`config.mk`:
```
export PLATFORM = sky130hd
export DESIGN_NAME = bch_dec_ctrl_flat
export DESIGN_NICKNAME = d
export VERILOG_FILES = /design/src/rtl/bch_dec_ctrl_if.sv /design/src/rtl/bch_dec_ctrl.sv /design/src/flat_wrapper.sv
export SDC_FILE = /design/constraint.sdc
export NUM_CORES = 1
export LEC_CHECK = 0
export CORE_MARGIN = 8
export CORE_UTILIZATION = 30
export DETAILED_ROUTE_END_ITERATION = 7
export MAX_ROUTING_LAYER = met4
export PLACE_DENSITY_LB_ADDON = 0.25
export REMOVE_ABC_BUFFERS = 1
export SLEW_MARGIN = 40
export SYNTH_ARGS = -nofsm -noshare
export SYNTH_HDL_FRONTEND = slang
export SYNTH_SLANG_ARGS = --single-unit
```
`constraint.sdc`:
```
create_clock -name clk -period 3.9 [get_ports clk]
set_input_delay 0.975 -clock clk [delete_from_list [all_inputs] [get_ports clk]]
set_output_delay 0.975 -clock clk [all_outputs]
set_load 0.1 [all_outputs]
```
`src/rtl/bch_dec_ctrl_if.sv`:
```
// Handshake and locator bus for the BCH(15,7) decoder controller.
// slave = controller side, master = upstream/downstream/locator side.
interface bch_dec_ctrl_if;
    localparam int unsigned N  = 15;
    localparam int unsigned GW = 4;

    logic          in_valid;
    logic          in_ready;
    logic [N-1:0]  in_data;
    logic [GW-1:0] syn_s1;
    logic [GW-1:0] syn_s2;
    logic [GW-1:0] syn_s3;
    logic [GW-1:0] loc_lambda1;
    logic [GW-1:0] loc_lambda2;
    logic          out_valid;
    logic          out_ready;
    logic [N-1:0]  out_data;
    logic [1:0]    out_err_cnt;
    logic          out_fail;
    logic          busy;

    modport slave (
        input  in_valid, in_data, loc_lambda1, loc_lambda2, out_ready,
        output in_ready, syn_s1, syn_s2, syn_s3, out_valid, out_data,
        out_err_cnt, out_fail, busy
    );

    modport master (
        output in_valid, in_data, loc_lambda1, loc_lambda2, out_ready,
        input  in_ready, syn_s1, syn_s2, syn_s3, out_valid, out_data,
        out_err_cnt, out_fail, busy
    );
endinterface

```
`src/rtl/bch_dec_ctrl.sv`:
```
// BCH(15,7) decoder controller: syndromes, external locator handoff, Chien search.
// Optional macro BCH_ZERO_SKIP_EN: zero syndromes skip LOC/CHIEN and go straight to DONE.
module bch_dec_ctrl #(
    parameter int unsigned LOC_LAT = 2
) (
    input logic           clk,
    input logic           rst_n,
    bch_dec_ctrl_if.slave bus
);
    localparam int unsigned N      = 15;
    localparam int unsigned GW     = 4;
    localparam int unsigned CW     = 4;
    localparam logic [CW-1:0] LAST_POS = CW'(N - 1);
    localparam logic [CW-1:0] LAST_LOC = CW'(LOC_LAT - 1);
    localparam logic [GW-1:0] ALPHA    = 4'd2;
    localparam logic [GW-1:0] ALPHA3   = 4'd8;
    localparam logic [GW-1:0] ALPHA13  = 4'd13;
    localparam logic [GW-1:0] ALPHA14  = 4'd9;
`ifdef BCH_ZERO_SKIP_EN
    localparam bit ZERO_SKIP = 1'b1;
`else
    localparam bit ZERO_SKIP = 1'b0;
`endif

    typedef enum logic [2:0] {IDLE, SYN, LOC, CHIEN, DONE} state_e;

    // GF(2^4) multiply, reduction by x^4 + x + 1
    function automatic logic [GW-1:0] gf_mul(input logic [GW-1:0] a, input logic [GW-1:0] b);
        logic [GW-1:0] p;
        logic [GW-1:0] x;
        p = '0;
        x = a;
        for (int i = 0; i < 4; i++) begin
            if (b[i]) p = p ^ x;
            x = {x[2:0], 1'b0} ^ (x[3] ? 4'b0011 : 4'b0000);
        end
        return p;
    endfunction

    state_e        state_q, state_d;
    logic [CW-1:0] cnt_q, cnt_d;
    logic [N-1:0]  data_q, data_d;
    logic [N-1:0]  work_q, work_d;
    logic [GW-1:0] s1_q, s1_d, s3_q, s3_d;
    logic [GW-1:0] t1_q, t1_d, t2_q, t2_d;
    logic [1:0]    deg_q, deg_d;
    logic [1:0]    roots_q, roots_d;
    logic          in_ready_q, in_ready_d;
    logic          busy_q, busy_d;
    logic          out_valid_q, out_valid_d;
    logic [N-1:0]  out_data_q, out_data_d;
    logic [1:0]    out_err_q, out_err_d;
    logic          out_fail_q, out_fail_d;

    logic [CW-1:0] syn_idx;
    logic          r_bit;
    logic          root;
    logic          syn_nz;

    assign syn_idx = CW'(LAST_POS - cnt_q);
    assign r_bit   = data_q[syn_idx];
    assign root    = ((4'd1 ^ t1_q ^ t2_q) == 4'd0);
    assign syn_nz  = (s1_q != 4'd0) || (s3_q != 4'd0);

    always_ff @(posedge clk or negedge rst_n) begin
        if (!rst_n) begin
            state_q     <= IDLE;
            cnt_q       <= '0;
            data_q      <= '0;
            work_q      <= '0;
            s1_q        <= '0;
            s3_q        <= '0;
            t1_q        <= '0;
            t2_q        <= '0;
            deg_q       <= '0;
            roots_q     <= '0;
            in_ready_q  <= 1'b0;
            busy_q      <= 1'b0;
            out_valid_q <= 1'b0;
            out_data_q  <= '0;
            out_err_q   <= '0;
            out_fail_q  <= 1'b0;
        end else begin
            state_q     <= state_d;
            cnt_q       <= cnt_d;
            data_q      <= data_d;
            work_q      <= work_d;
            s1_q        <= s1_d;
            s3_q        <= s3_d;
            t1_q        <= t1_d;
            t2_q        <= t2_d;
            deg_q       <= deg_d;
            roots_q     <= roots_d;
            in_ready_q  <= in_ready_d;
            busy_q      <= busy_d;
            out_valid_q <= out_valid_d;
            out_data_q  <= out_data_d;
            out_err_q   <= out_err_d;
            out_fail_q  <= out_fail_d;
        end
    end

    always_comb begin
        state_d     = state_q;
        cnt_d       = cnt_q;
        data_d      = data_q;
        work_d      = work_q;
        s1_d        = s1_q;
        s3_d        = s3_q;
        t1_d        = t1_q;
        t2_d        = t2_q;
        deg_d       = deg_q;
        roots_d     = roots_q;
        out_valid_d = out_valid_q;
        out_data_d  = out_data_q;
        out_err_d   = out_err_q;
        out_fail_d  = out_fail_q;

        case (state_q)
            IDLE: begin
                if (bus.in_valid && in_ready_q) begin
                    state_d = SYN;
                    cnt_d   = '0;
                    data_d  = bus.in_data;
                    work_d  = bus.in_data;
                    s1_d    = '0;
                    s3_d    = '0;
                end
            end
            // Horner evaluation, highest-order coefficient first
            SYN: begin
                s1_d  = gf_mul(s1_q, ALPHA) ^ {3'b000, r_bit};
                s3_d  = gf_mul(s3_q, ALPHA3) ^ {3'b000, r_bit};
                cnt_d = CW'(cnt_q + 4'd1);
                if (cnt_q == LAST_POS) begin
                    cnt_d = '0;
                    if (ZERO_SKIP && (s1_d == 4'd0) && (s3_d == 4'd0)) begin
                        state_d     = DONE;
                        out_valid_d = 1'b1;
                        out_data_d  = data_q;
                        out_err_d   = 2'd0;
                        out_fail_d  = 1'b0;
                    end else begin
                        state_d = LOC;
                    end
                end
            end
            LOC: begin
                cnt_d = CW'(cnt_q + 4'd1);
                if (cnt_q == LAST_LOC) begin
                    cnt_d   = '0;
                    t1_d    = bus.loc_lambda1;
                    t2_d    = bus.loc_lambda2;
                    roots_d = 2'd0;
                    if (bus.loc_lambda2 != 4'd0)      deg_d = 2'd2;
                    else if (bus.loc_lambda1 != 4'd0) deg_d = 2'd1;
                    else                              deg_d = 2'd0;
                    state_d = CHIEN;
                end
            end
            // Position i tests x = alpha^-i; final step folds in position 14
            CHIEN: begin
                t1_d = gf_mul(t1_q, ALPHA14);
                t2_d = gf_mul(t2_q, ALPHA13);
                if (root) begin
                    work_d = work_q ^ (15'd1 << cnt_q);
                    if (roots_q != 2'd3) roots_d = 2'(roots_q + 2'd1);
                end
                cnt_d = CW'(cnt_q + 4'd1);
                if (cnt_q == LAST_POS) begin
                    cnt_d       = '0;
                    state_d     = DONE;
                    out_valid_d = 1'b1;
                    if (syn_nz && ((deg_q == 2'd0) || (roots_d != deg_q))) begin
                        out_fail_d = 1'b1;
                        out_data_d = data_q;
                        out_err_d  = 2'd0;
                    end else begin
                        out_fail_d = 1'b0;
                        out_data_d = work_d;
                        out_err_d  = roots_d;
                    end
                end
            end
            DONE: begin
                if (bus.out_ready) begin
                    state_d     = IDLE;
                    out_valid_d = 1'b0;
                end
            end
            default: state_d = IDLE;
        endcase

        in_ready_d = (state_d == IDLE);
        busy_d     = (state_d != IDLE);
    end

    assign bus.in_ready    = in_ready_q;
    assign bus.busy        = busy_q;
    assign bus.syn_s1      = s1_q;
    assign bus.syn_s2      = gf_mul(s1_q, s1_q);
    assign bus.syn_s3      = s3_q;
    assign bus.out_valid   = out_valid_q;
    assign bus.out_data    = out_data_q;
    assign bus.out_err_cnt = out_err_q;
    assign bus.out_fail    = out_fail_q;
endmodule

```
`src/flat_wrapper.sv`:
```
// flat-port wrapper written by rule: the top's interface ports become plain ports
module bch_dec_ctrl_flat 
#(
    parameter int unsigned LOC_LAT = 2
)
  (clk, rst_n, bus_in_valid, bus_in_data, bus_loc_lambda1, bus_loc_lambda2, bus_out_ready, bus_in_ready, bus_syn_s1, bus_syn_s2, bus_syn_s3, bus_out_valid, bus_out_data, bus_out_err_cnt, bus_out_fail, bus_busy);
  bch_dec_ctrl_if bus_i ();
  input logic clk;
  input logic rst_n;
  input wire logic [$bits(bus_i.in_valid)-1:0] bus_in_valid;
  input wire logic [$bits(bus_i.in_data)-1:0] bus_in_data;
  input wire logic [$bits(bus_i.loc_lambda1)-1:0] bus_loc_lambda1;
  input wire logic [$bits(bus_i.loc_lambda2)-1:0] bus_loc_lambda2;
  input wire logic [$bits(bus_i.out_ready)-1:0] bus_out_ready;
  output wire logic [$bits(bus_i.in_ready)-1:0] bus_in_ready;
  output wire logic [$bits(bus_i.syn_s1)-1:0] bus_syn_s1;
  output wire logic [$bits(bus_i.syn_s2)-1:0] bus_syn_s2;
  output wire logic [$bits(bus_i.syn_s3)-1:0] bus_syn_s3;
  output wire logic [$bits(bus_i.out_valid)-1:0] bus_out_valid;
  output wire logic [$bits(bus_i.out_data)-1:0] bus_out_data;
  output wire logic [$bits(bus_i.out_err_cnt)-1:0] bus_out_err_cnt;
  output wire logic [$bits(bus_i.out_fail)-1:0] bus_out_fail;
  output wire logic [$bits(bus_i.busy)-1:0] bus_busy;
  assign bus_i.in_valid = bus_in_valid;
  assign bus_i.in_data = bus_in_data;
  assign bus_i.loc_lambda1 = bus_loc_lambda1;
  assign bus_i.loc_lambda2 = bus_loc_lambda2;
  assign bus_i.out_ready = bus_out_ready;
  assign bus_in_ready = bus_i.in_ready;
  assign bus_syn_s1 = bus_i.syn_s1;
  assign bus_syn_s2 = bus_i.syn_s2;
  assign bus_syn_s3 = bus_i.syn_s3;
  assign bus_out_valid = bus_i.out_valid;
  assign bus_out_data = bus_i.out_data;
  assign bus_out_err_cnt = bus_i.out_err_cnt;
  assign bus_out_fail = bus_i.out_fail;
  assign bus_busy = bus_i.busy;
  bch_dec_ctrl #(.LOC_LAT(LOC_LAT)) u_core (.clk(clk), .rst_n(rst_n), .bus(bus_i));
endmodule
```
==> qor.yml <==
timing:
  timing.final.ws_setup_ns: 0.868
  drv_slew: 0
  finalClockSkew_ns: 0.00477
  rsz0062_at_grt: "no"
  layout_min_cycle_time_ns: 3.03
  hold_viol_final: 0
  min_period_over_period_pct: 77.7
  setup_violations: 0
  tightest_slew_ns: 0.751
  relSlewSlack_pct: 50.0
  max_freq_mhz: 330
worst_setup_path:
  critPathLaunchType: "flip-flop"
  path_class: "reg2out"
  cpMaxStageDelayCell: "dfrtp_1"
  arrival_ns: 2.06
  cpMostUsedCell: "xnor2_1"
  worstPathMaxFanout: 8
  critPathMaxStageDelay_ns: 0.49
  required_ns: 2.92
  end_kind: "primary output"
  path_cells: "ha_1, xnor2_1, a21oi_1, xnor2_1, buf_4"
clocking:
  clk_pin_slew_worst_paths_ns: 0.06
  cts_resized: 0
  holdBufCountCts: 0
  cts-buffers-inserted: 9
  clk_latency_ns: 0.33
  cts_max_level: 3
  numClockSinks: 78
  postCtsSetupBuffers: 0
  root_buffer: "clkbuf_16"
  cts_tree: "yes"
  cts.path.max_buffers: 2
global_route:
  grt_max_degree: 79
  grt_pass1_vias: 3668
  grt_pass1_wl_mm: 19.3
  grt_remaining_overflow: 0
  antenna_found_initial: 0
  grtUsageTotal_pct: 13.7
route:
  ant_nets: 0
  drc_errors: 0
  post_drt_wl_per_cell_um: 16.7
  routed_wl_mm: 11.8
  drt_first_iter_violations: 250
  vias: 3649
  first_pass_iters: 5
  vias_per_cell: 5.18
floorplan:
  io_pins: 60
  die_area_um2: 18200
  initial_core_util_pct: 30.6
  dieHeight_um: 135
  rows: 43
  die_w_um: 135
  coreArea_um2: 13800
synth:
  synth_async_sr_flop_share_pct: 100
  synthFlopType: "dfrtp_1"
  synth_area_um2: 4230
  ys_types: 46
  yosysMostFrequentCell: "nand2_1"
  synth.avg_cell_area_um2: 8.89
  yosysTopAreaCell: "dfrtp_1"
  netlist.area_leader.share_pct: 46.1
  yosysWarnings: 0
  synth-seq-cells: 78
  synth_common_cells: "nand2_1, dfrtp_1, nor2_1"
  syn-instance-count: 476
  synth-edff-count: 0
  synth_area_leaders: "dfrtp_1, nand2_1, nor2_1"
  yosysSeqAreaShare_pct: 46.1
hold_path:
  hold_path_class: "reg2reg"
status:
  status: "completed"
layout:
  diodes: 0
  final_nets: 558
  drive_gt1_share_pct: 13.4
  synthToLayoutAreaGrowth_pct: 21.3
  fin_util_pct: 37.1
placed_design:
  io_buffers: 59
  place_congestion: 0.819
  post-place-ws_ns: 1.00
  dp_hpwl_mm: 8.27
job:
  drv_cap: 0
cells in the final DEF, fill, tap and decap left out, drive strengths merged, types with 3 or more instances in the layout:
cell type / n
and2: 4
ha: 12
o21ai: 38
nor4: 3
and3: 3
clkdlybuf4s50: 25
o211ai: 3
mux2i: 3
nand3: 15
a31oi: 16
inv: 9
a311oi: 11
mux4: 3
nor3: 3
xnor2: 14
clkbuf: 9
o31ai: 7
or2: 3
xor2: 10
nand2b: 4
clkinv: 3
bufinv: 3
nor2b: 5
a21oi: 22
buf: 39
nand4: 12
dfrtp: 78
nand2: 95
nor2: 51
flip-flops by register name, indices dropped and copies added, names as in the netlist:
name                    count
u_core.bus.out_valid        1
u_core.bus.syn_s1           4
u_core.deg_q                2
u_core.bus.out_data        15
u_core.data_q              15
u_core.bus.syn_s3           4
u_core.bus.out_fail         1
u_core.bus.out_err_cnt      2
u_core.cnt_q                4
u_core.roots_q              2
u_core.t2_q                 4
u_core.bus.in_ready         1
u_core.bus.busy             1
u_core.work_q              15
u_core.state_q              3
u_core.t1_q                 4
critical path: cells and delay by family (launching register included):
family          cells  cell delay (ns)
flops               1             0.49
fa+ha+maj           1             0.40
buf+inv             1             0.32
xor+xnor            2             0.31
compound gates      1             0.19
worst paths after layout:
kind / endpoint / cells past startpoint / slack (ns) / startpoint
min in group asynchronous: u_core.bus.busy / 1 / 0.68 / rst_n
hold / removal: u_core.bus.out_err_cnt[1] / 2 / 0.47 / u_core.bus.out_err_cnt[1]
setup reg to reg: u_core.bus.out_data[11] / 7 / 1.25 / u_core.t2_q[1]
hold reg to reg: u_core.bus.out_err_cnt[1] / 2 / 0.47 / u_core.bus.out_err_cnt[1]
max in group asynchronous: u_core.work_q[5] / 1 / 2.72 / rst_n
setup / recovery: bus_syn_s2[0] / 5 / 0.87 / u_core.bus.syn_s1[3]
logic make-up (layout without fill, tap and decap cells):
kind of cell | count (synthesis) | in the layout | share of synthesized area [%]
AO/OA/AOI/OAI | 113 | 113 | 17.3
flip-flops | 78 | 78 | 46.1
adder cells (fa/ha/maj) | 12 | 12 | 3.55
XOR/XNOR | 24 | 24 | 4.97
multiplexers | 6 | 6 | 2.39
buffers and inverters | 41 | 89 | 4.49
AND/OR/NAND/NOR | 202 | 202 | 21.2
routing by layer:
layer	global-route usage, %	wire (um)	vias to the layer above
met5	-	0	-
met4	4.49	163	0
met3	3.19	669	12
met2	20.4	5280	110
met1	18.1	5650	1779
li1	-	-	1748
stage by stage:
stage | TNS, ns | area, um^2 | std cells | hold WS (ns)
after detailed placement | 0 | 4780 | 688 | 0.464
after CTS | 0 | 5120 | 704 | 0.477
after floorplan | -1.27 | 4080 | 444 | 0.462
final | 0 | 5130 | 704 | 0.471
after global placement | 0 | 4920 | 688 | 0.466
after global routing | 0 | 5130 | 704 | 0.489
cell type report:
| class | count | area, um^2 |
|---|---|---|
| repair buffers | 64 | 474 |
| inverters | 9 | 33.8 |
| clock inverters | 7 | 113 |
| clock buffers | 9 | 225 |
| well taps | 180 | 225 |
| fillers | 1388 | 8690 |
| multi-input cells | 357 | 2110 |
| flip-flops and latches | 78 | 1950 |
Power is not shown: default switching activity piles up to over one toggle a cycle in this logic, so the estimate is an artifact.
